**src/rtl/hazard_control_unit_if.sv**
```systemverilog
// Hazard-control bundle between the ID-stage pipeline logic and the hazard
// control unit.
//   master : pipeline side; drives decode/stage info and consumes the
//            forwarding selects and stall/flush/handshake controls.
//   slave  : hazard control unit.
interface hazard_control_unit_if #(
    parameter int FWD_STAGES = 2,
    parameter int SEL_W      = $clog2(FWD_STAGES + 1)
);
    logic [4:0]              drs1, drs2;
    logic                    duseRs1, duseRs2;
    logic                    dIsMulDiv;
    logic [5*FWD_STAGES-1:0] stgRd;
    logic [FWD_STAGES-1:0]   stgWreg;
    logic                    eIsLoad;
    logic                    brTaken;
    logic                    mdDone;
    logic [SEL_W-1:0]        qaSel, qbSel;
    logic                    pcStall, ifidStall, idexBubble, exStall, ifidFlush;
    logic                    mdStart, mdError;
    logic [15:0]             stallCycles;

    modport master (
        output drs1, drs2, duseRs1, duseRs2, dIsMulDiv, stgRd, stgWreg,
               eIsLoad, brTaken, mdDone,
        input  qaSel, qbSel, pcStall, ifidStall, idexBubble, exStall,
               ifidFlush, mdStart, mdError, stallCycles
    );

    modport slave (
        input  drs1, drs2, duseRs1, duseRs2, dIsMulDiv, stgRd, stgWreg,
               eIsLoad, brTaken, mdDone,
        output qaSel, qbSel, pcStall, ifidStall, idexBubble, exStall,
               ifidFlush, mdStart, mdError, stallCycles
    );
endinterface

```
**src/rtl/hazard_control_unit.sv**
```systemverilog
// Pipeline hazard controller sitting beside the ID-stage decoder.
// Produces forwarding selects, load-use stalls, branch flushes, and runs a
// start/done handshake (with timeout) to a multi-cycle mul/div unit.
// Ports:
//   clk, rst_n : clock, asynchronous active-low reset
//   hz         : hazard_control_unit_if.slave (decode/stage inputs,
//                forwarding selects, stall/flush/mdStart/mdError,
//                16-bit saturating stall-cycle counter)
module hazard_control_unit #(
    parameter int FWD_STAGES        = 2,
    parameter int LOAD_STALL_CYCLES = 1,
    parameter int FLUSH_CYCLES      = 1,
    parameter int MD_TIMEOUT        = 64,
    parameter int SEL_W             = $clog2(FWD_STAGES + 1)
) (
    input  logic                 clk,
    input  logic                 rst_n,
    hazard_control_unit_if.slave hz
);
    localparam int CNT_MAX = (LOAD_STALL_CYCLES > FLUSH_CYCLES) ? LOAD_STALL_CYCLES : FLUSH_CYCLES;
    localparam int CNT_W   = (CNT_MAX > 2) ? $clog2(CNT_MAX) : 1;
    localparam int TCNT_W  = $clog2(MD_TIMEOUT);

    typedef enum logic [1:0] {RUN, LSTALL, FLUSH, MDWAIT} state_t;

    state_t            state_q, state_d;
    logic [CNT_W-1:0]  cnt_q, cnt_d;
    logic [TCNT_W-1:0] tcnt_q, tcnt_d;
    logic              err_q, err_d;
    logic [15:0]       scnt_q, scnt_d;

    logic pc_stall, ifid_stall, idex_bubble, ex_stall, ifid_flush, md_start;
    logic lu;

    // Smallest matching stage wins: scan from the far stage down so the
    // nearest match overwrites.
    function automatic logic [SEL_W-1:0] fwd_sel(
        input logic [4:0]              rs,
        input logic                    use_rs,
        input logic [5*FWD_STAGES-1:0] stg_rd,
        input logic [FWD_STAGES-1:0]   stg_wreg
    );
        logic [SEL_W-1:0] sel;
        sel = '0;
        for (int k = FWD_STAGES; k >= 1; k--) begin
            if (use_rs && rs != 5'd0 && stg_wreg[k-1] && stg_rd[5*k-1 -: 5] == rs)
                sel = SEL_W'(k);
        end
        return sel;
    endfunction

    assign hz.qaSel = fwd_sel(hz.drs1, hz.duseRs1, hz.stgRd, hz.stgWreg);
    assign hz.qbSel = fwd_sel(hz.drs2, hz.duseRs2, hz.stgRd, hz.stgWreg);

    // Load in EXE writing a register the ID instruction actually reads.
    assign lu = hz.eIsLoad && hz.stgWreg[0] && hz.stgRd[4:0] != 5'd0 &&
                ((hz.duseRs1 && hz.stgRd[4:0] == hz.drs1) ||
                 (hz.duseRs2 && hz.stgRd[4:0] == hz.drs2));

    always_comb begin
        state_d     = state_q;
        cnt_d       = cnt_q;
        tcnt_d      = tcnt_q;
        err_d       = err_q;
        pc_stall    = 1'b0;
        ifid_stall  = 1'b0;
        idex_bubble = 1'b0;
        ex_stall    = 1'b0;
        ifid_flush  = 1'b0;
        md_start    = 1'b0;
        case (state_q)
            RUN: begin
                if (hz.brTaken) begin
                    ifid_flush  = 1'b1;
                    idex_bubble = 1'b1;
                    if (FLUSH_CYCLES > 1) begin
                        state_d = FLUSH;
                        cnt_d   = CNT_W'(FLUSH_CYCLES - 2);
                    end
                end else if (lu) begin
                    pc_stall    = 1'b1;
                    ifid_stall  = 1'b1;
                    idex_bubble = 1'b1;
                    if (LOAD_STALL_CYCLES > 1) begin
                        state_d = LSTALL;
                        cnt_d   = CNT_W'(LOAD_STALL_CYCLES - 2);
                    end
                end else if (hz.dIsMulDiv) begin
                    md_start = 1'b1;
                    state_d  = MDWAIT;
                    tcnt_d   = '0;
                end
            end
            LSTALL: begin
                pc_stall    = 1'b1;
                ifid_stall  = 1'b1;
                idex_bubble = 1'b1;
                if (cnt_q == '0) state_d = RUN;
                else             cnt_d   = cnt_q - 1'b1;
            end
            FLUSH: begin
                ifid_flush  = 1'b1;
                idex_bubble = 1'b1;
                if (cnt_q == '0) state_d = RUN;
                else             cnt_d   = cnt_q - 1'b1;
            end
            MDWAIT: begin
                // Done releases the pipe in the same cycle; a timeout keeps
                // the stall for its final cycle and releases on the next.
                if (hz.mdDone) begin
                    state_d = RUN;
                end else begin
                    pc_stall   = 1'b1;
                    ifid_stall = 1'b1;
                    ex_stall   = 1'b1;
                    if (tcnt_q == TCNT_W'(MD_TIMEOUT - 1)) begin
                        err_d   = 1'b1;
                        state_d = RUN;
                    end else begin
                        tcnt_d = tcnt_q + 1'b1;
                    end
                end
            end
            default: state_d = RUN;
        endcase
        scnt_d = (pc_stall && scnt_q != 16'hFFFF) ? scnt_q + 16'd1 : scnt_q;
    end

    always_ff @(posedge clk or negedge rst_n) begin
        if (!rst_n) begin
            state_q <= RUN;
            cnt_q   <= '0;
            tcnt_q  <= '0;
            err_q   <= 1'b0;
            scnt_q  <= '0;
        end else begin
            state_q <= state_d;
            cnt_q   <= cnt_d;
            tcnt_q  <= tcnt_d;
            err_q   <= err_d;
            scnt_q  <= scnt_d;
        end
    end

    // RUN decodes inputs directly, so gate with reset to keep controls quiet.
    assign hz.pcStall     = pc_stall    & rst_n;
    assign hz.ifidStall   = ifid_stall  & rst_n;
    assign hz.idexBubble  = idex_bubble & rst_n;
    assign hz.exStall     = ex_stall    & rst_n;
    assign hz.ifidFlush   = ifid_flush  & rst_n;
    assign hz.mdStart     = md_start    & rst_n;
    assign hz.mdError     = err_q;
    assign hz.stallCycles = scnt_q;
endmodule

```
**src/flat_wrapper.sv**
```systemverilog
// flat-port wrapper written by rule: the top's interface ports become plain ports
module hazard_control_unit_flat 
#(
    parameter int FWD_STAGES        = 2,
    parameter int LOAD_STALL_CYCLES = 1,
    parameter int FLUSH_CYCLES      = 1,
    parameter int MD_TIMEOUT        = 64,
    parameter int SEL_W             = $clog2(FWD_STAGES + 1)
)
  (clk, rst_n, hz_drs1, hz_drs2, hz_duseRs1, hz_duseRs2, hz_dIsMulDiv, hz_stgRd, hz_stgWreg, hz_eIsLoad, hz_brTaken, hz_mdDone, hz_qaSel, hz_qbSel, hz_pcStall, hz_ifidStall, hz_idexBubble, hz_exStall, hz_ifidFlush, hz_mdStart, hz_mdError, hz_stallCycles);
  hazard_control_unit_if #(.FWD_STAGES(FWD_STAGES), .SEL_W(SEL_W)) hz_i ();
  input  logic clk;
  input  logic rst_n;
  input wire logic [$bits(hz_i.drs1)-1:0] hz_drs1;
  input wire logic [$bits(hz_i.drs2)-1:0] hz_drs2;
  input wire logic [$bits(hz_i.duseRs1)-1:0] hz_duseRs1;
  input wire logic [$bits(hz_i.duseRs2)-1:0] hz_duseRs2;
  input wire logic [$bits(hz_i.dIsMulDiv)-1:0] hz_dIsMulDiv;
  input wire logic [$bits(hz_i.stgRd)-1:0] hz_stgRd;
  input wire logic [$bits(hz_i.stgWreg)-1:0] hz_stgWreg;
  input wire logic [$bits(hz_i.eIsLoad)-1:0] hz_eIsLoad;
  input wire logic [$bits(hz_i.brTaken)-1:0] hz_brTaken;
  input wire logic [$bits(hz_i.mdDone)-1:0] hz_mdDone;
  output wire logic [$bits(hz_i.qaSel)-1:0] hz_qaSel;
  output wire logic [$bits(hz_i.qbSel)-1:0] hz_qbSel;
  output wire logic [$bits(hz_i.pcStall)-1:0] hz_pcStall;
  output wire logic [$bits(hz_i.ifidStall)-1:0] hz_ifidStall;
  output wire logic [$bits(hz_i.idexBubble)-1:0] hz_idexBubble;
  output wire logic [$bits(hz_i.exStall)-1:0] hz_exStall;
  output wire logic [$bits(hz_i.ifidFlush)-1:0] hz_ifidFlush;
  output wire logic [$bits(hz_i.mdStart)-1:0] hz_mdStart;
  output wire logic [$bits(hz_i.mdError)-1:0] hz_mdError;
  output wire logic [$bits(hz_i.stallCycles)-1:0] hz_stallCycles;
  assign hz_i.drs1 = hz_drs1;
  assign hz_i.drs2 = hz_drs2;
  assign hz_i.duseRs1 = hz_duseRs1;
  assign hz_i.duseRs2 = hz_duseRs2;
  assign hz_i.dIsMulDiv = hz_dIsMulDiv;
  assign hz_i.stgRd = hz_stgRd;
  assign hz_i.stgWreg = hz_stgWreg;
  assign hz_i.eIsLoad = hz_eIsLoad;
  assign hz_i.brTaken = hz_brTaken;
  assign hz_i.mdDone = hz_mdDone;
  assign hz_qaSel = hz_i.qaSel;
  assign hz_qbSel = hz_i.qbSel;
  assign hz_pcStall = hz_i.pcStall;
  assign hz_ifidStall = hz_i.ifidStall;
  assign hz_idexBubble = hz_i.idexBubble;
  assign hz_exStall = hz_i.exStall;
  assign hz_ifidFlush = hz_i.ifidFlush;
  assign hz_mdStart = hz_i.mdStart;
  assign hz_mdError = hz_i.mdError;
  assign hz_stallCycles = hz_i.stallCycles;
  hazard_control_unit #(.FWD_STAGES(FWD_STAGES), .LOAD_STALL_CYCLES(LOAD_STALL_CYCLES), .FLUSH_CYCLES(FLUSH_CYCLES), .MD_TIMEOUT(MD_TIMEOUT), .SEL_W(SEL_W)) u_core (.clk(clk), .rst_n(rst_n), .hz(hz_i));
endmodule
```
**config.mk**
```make
export PLATFORM = sky130hd
export DESIGN_NAME = hazard_control_unit_flat
export DESIGN_NICKNAME = d
export VERILOG_FILES = /design/src/rtl/hazard_control_unit_if.sv /design/src/rtl/hazard_control_unit.sv /design/src/flat_wrapper.sv
export SDC_FILE = /design/constraint.sdc
export NUM_CORES = 1
export LEC_CHECK = 0
export ABC_CLOCK_PERIOD_IN_PS = 6300
export CAP_MARGIN = 20
export CORE_MARGIN = 5
export CORE_UTILIZATION = 35
export CTS_BUF_LIST = sky130_fd_sc_hd__clkbuf_4 sky130_fd_sc_hd__clkbuf_8
export CTS_CLUSTER_SIZE = 30
export DETAILED_ROUTE_END_ITERATION = 12
export PLACE_DENSITY = 0.72
export SLEW_MARGIN = 20
export SYNTH_ARGS = -nofsm -noshare
export SYNTH_HDL_FRONTEND = slang
export SYNTH_SLANG_ARGS = --single-unit
```
**constraint.sdc**
```tcl
create_clock -name clk -period 6.3 [get_ports clk]
set_clock_uncertainty 0.15 [all_clocks]
set_input_delay 1.575 -clock clk [delete_from_list [all_inputs] [get_ports clk]]
set_output_delay 1.575 -clock clk [all_outputs]
set_load 0.01 [all_outputs]
```
==> reports/qor.csv <==
metric,value,unit
pre-CTS worst setup slack,0.859,ns
GR Overflow Total,0,
Non-Filler Instances,285,
Die X,76.7,µm
vias,1464,
Startpoint Class,input port,
antenna violations before repair,0,
Area contributors post-synth,"dfrtp_1 (39%), xor2_1 (10%), xnor2_1 (9.6%)",
outcome,"finished, final reports clean",
final wirelength,4220,µm
leakage,0.922,nW
DR WL/cell,14.8,µm
Hold Buf Count CTS,0,
Synth Instances,174,
max_cap viols,0,
clock sinks,24,
total global-route track usage,14.4,%
Via density,5.14,
vias in the first global route,1472,
min-delay worst type,flop to flop,
area of the mapped netlist,1560,µm²
WP data arrival,3.72,ns
Initial Util,36.0,%
# fillers,428,
unrepaired setup endpoints after global routing,no,
Worst slew margin,59.4,%
ANT cells,0,
DRT iter0 DRCs,49,
CTS buffer count,3,
DRC,0,
number of synthesized flops with an enable pin,0,
Final Power,0.520,mW
Worst Path Buf+Inv,2,
Worst Path Required,4.58,ns
GR Util met3,2.22,%
setup_tns,0,ns
DIE AREA,5880,µm²
grt met2 use,23.4,%
FP Rows,24,
Post-CTS Setup Bufs,0,
Synth top cells by count,"dfrtp_1 (24), xor2_1 (18), nand2_1 (17), xnor2_1 (17), nor2_1 (15)",
Final period util,86.4,%
Mapped Nets,206,
Final Net Count,266,
crit path kind,input port to output port,
"Area growth, synth to finish",44.1,%
die height,76.7,µm
H-tree depth,1,
synthesis-stage register bit count,24,
Worst R2R Path Depth,7,
number of port buffers,56,
Async SR Flop Fraction,100,%
Slowest cell on crit path,clkdlybuf4s50_1,
min cycle time layout,5.44,ns
met1 Usage GRT,18.8,%
clk_lat worst skew,0.27,ns
largest area contributor in the netlist,dfrtp_1,
Ys Warns,0,
CTS root buffer,clkbuf_8,
Placed Instances,281,
Routed Antenna Nets,0,
R2R Path End,u_core.hz.stallCycles[6],
highest clock rate,184,MHz
CTS tree,done,
Power per Cell Area,232,nW/µm²
slack of the critical path,0.858,ns
CTS Buffer Depth,2,
r2r setup slk,3.85,ns
layout cells sized above 1,5.15,%
largest fanout on the critical path,3,
# IOs,57,
CP endpoint,hz_ifidStall,
Stages on worst setup path,8,
Hold WS,0.322,ns
crit-path max cell delay,0.58,ns
sequential area share after synthesis,38.6,%
Hold Startpoint,u_core.hz.mdError,
Mean Syn Cell Area,8.95,µm²
peak supply drop,0.115,mV
CP most frequent cell,clkdlybuf4s50_1,
Worst-Margin Slew,0.609,ns
top_reg_cell synth,dfrtp_1,
CP Cell Sequence,clkdlybuf4s50_1 -> xnor2_1 -> nand4_1 -> o22a_1 -> nor2_1 -> a21oi_1 -> nor2b_1 -> clkdlybuf4s50_1,
Final setup viols,0,
Final Util,51.9,%
final hold vios,0,
DP HPWL,3370,µm
most common cell in the netlist,dfrtp_1,
cells resized by post-CTS repair,0,
GR peak layer,met2,
Worst path top cell family by delay,buffers and inverters,
Synth top area share,38.6,%
RePlAce Congestion,0.830,
largest net degree at the start of global routing,23,
Finished Cell Area,2240,µm²
drt first pass iters,4,
clock transition at the registers of the reported paths,0.08,ns
Placed Area,2170,µm²
Worst Setup SP,hz_stgRd[0],
final max-slew violation count,0,
area of the core,4320,µm²
worst r2r src,u_core.hz.stallCycles[0],
Critical Path End Type,output port,
first-pass GRT wire length,7070,µm
Unique masters post-synth,34,
## per-layer routing
layer  vias to the layer above  share of wire, %
met5                         -                 0
met1                       675                47
met4                         0               2.2
li1                        725                 -
met2                        55                46
met3                         9               4.6
## cells by family (layout without fill, tap and decap cells)
| kind of cell | Yosys count | after routing | share of synthesized area (%) |
|---|---|---|---|
| buffers and inverters | 11 | 70 | 3.38 |
| muxes | 2 | 2 | 1.37 |
| adders and majority gates | 2 | 2 | 1.61 |
| AOI/OAI and AO/OA | 27 | 27 | 11.3 |
| and+or+nand+nor | 73 | 73 | 24.0 |
| xor gates and xnor gates | 35 | 35 | 19.7 |
| DFF | 24 | 24 | 38.6 |
## layout by cell type (no fill, tap or decap), types with 2 or more instances in the layout
master / instances
clkdlybuf4s50_1: 56
dfrtp_1: 24
xor2_1: 18
xnor2_1: 17
nand2_1: 17
nor2_1: 15
o21ai_0: 11
nand3_1: 11
inv_1: 9
nor4_1: 7
nand4_1: 5
nor3_1: 4
or4_1: 3
clkbuf_8: 3
nand2b_1: 2
a21oi_1: 2
nor2b_1: 2
and2_1: 2
a211oi_1: 2
o22ai_1: 2
nor4_2: 2
a21oi_2: 2
and3_1: 2
a31oi_1: 2
ha_1: 2
## flip-flops by register name (all words and copies together) (netlist names)
register               count
u_core.tcnt_q              6
u_core.state_q             1
u_core.hz.mdError          1
u_core.hz.stallCycles     16
## report_power, final
part / total [mW] / switching (mW) / internal (mW)
Clock: 0.136 / 0.0508 / 0.0850
Combinational: 0.163 / 0.0763 / 0.0865
Sequential: 0.221 / 0.0372 / 0.184
Total: 0.520 / 0.164 / 0.355
## worst reg2reg max path, stage by stage, from the launching register on
cell and delay (ns):
dfrtp_1 0.42, ha_1 0.27, nand4_1 0.11, nor4_1 0.42, nor4_2 0.11, a21oi_2 0.51, nor3_1 0.17, xor2_1 0.18
## worst min path at each step
| stage | endpoint | slack (ns) | cells past startpoint |
|---|---|---|---|
| after detailed placement | u_core.hz.mdError | 0.31 | 1 |
| after global placement | u_core.hz.mdError | 0.31 | 1 |
| final | u_core.hz.mdError | 0.32 | 1 |
| after CTS | u_core.hz.mdError | 0.33 | 1 |
| after floorplan | u_core.tcnt_q[0] | 0.31 | 1 |
| after global routing | u_core.hz.mdError | 0.37 | 1 |
## area by class of cell
class | count | area, µm² | area share [%]
sequential | 24 | 601 | 26.8
clock inverter | 1 | 30.0 | 1.34
clock buffer | 3 | 41.3 | 1.84
timing repair buffer | 57 | 568 | 25.3
tap | 52 | 65.1 | 2.90
inverter | 9 | 33.8 | 1.51
multi-input combinational | 139 | 903 | 40.3
Note: power is estimated with default switching activity, not from simulation.
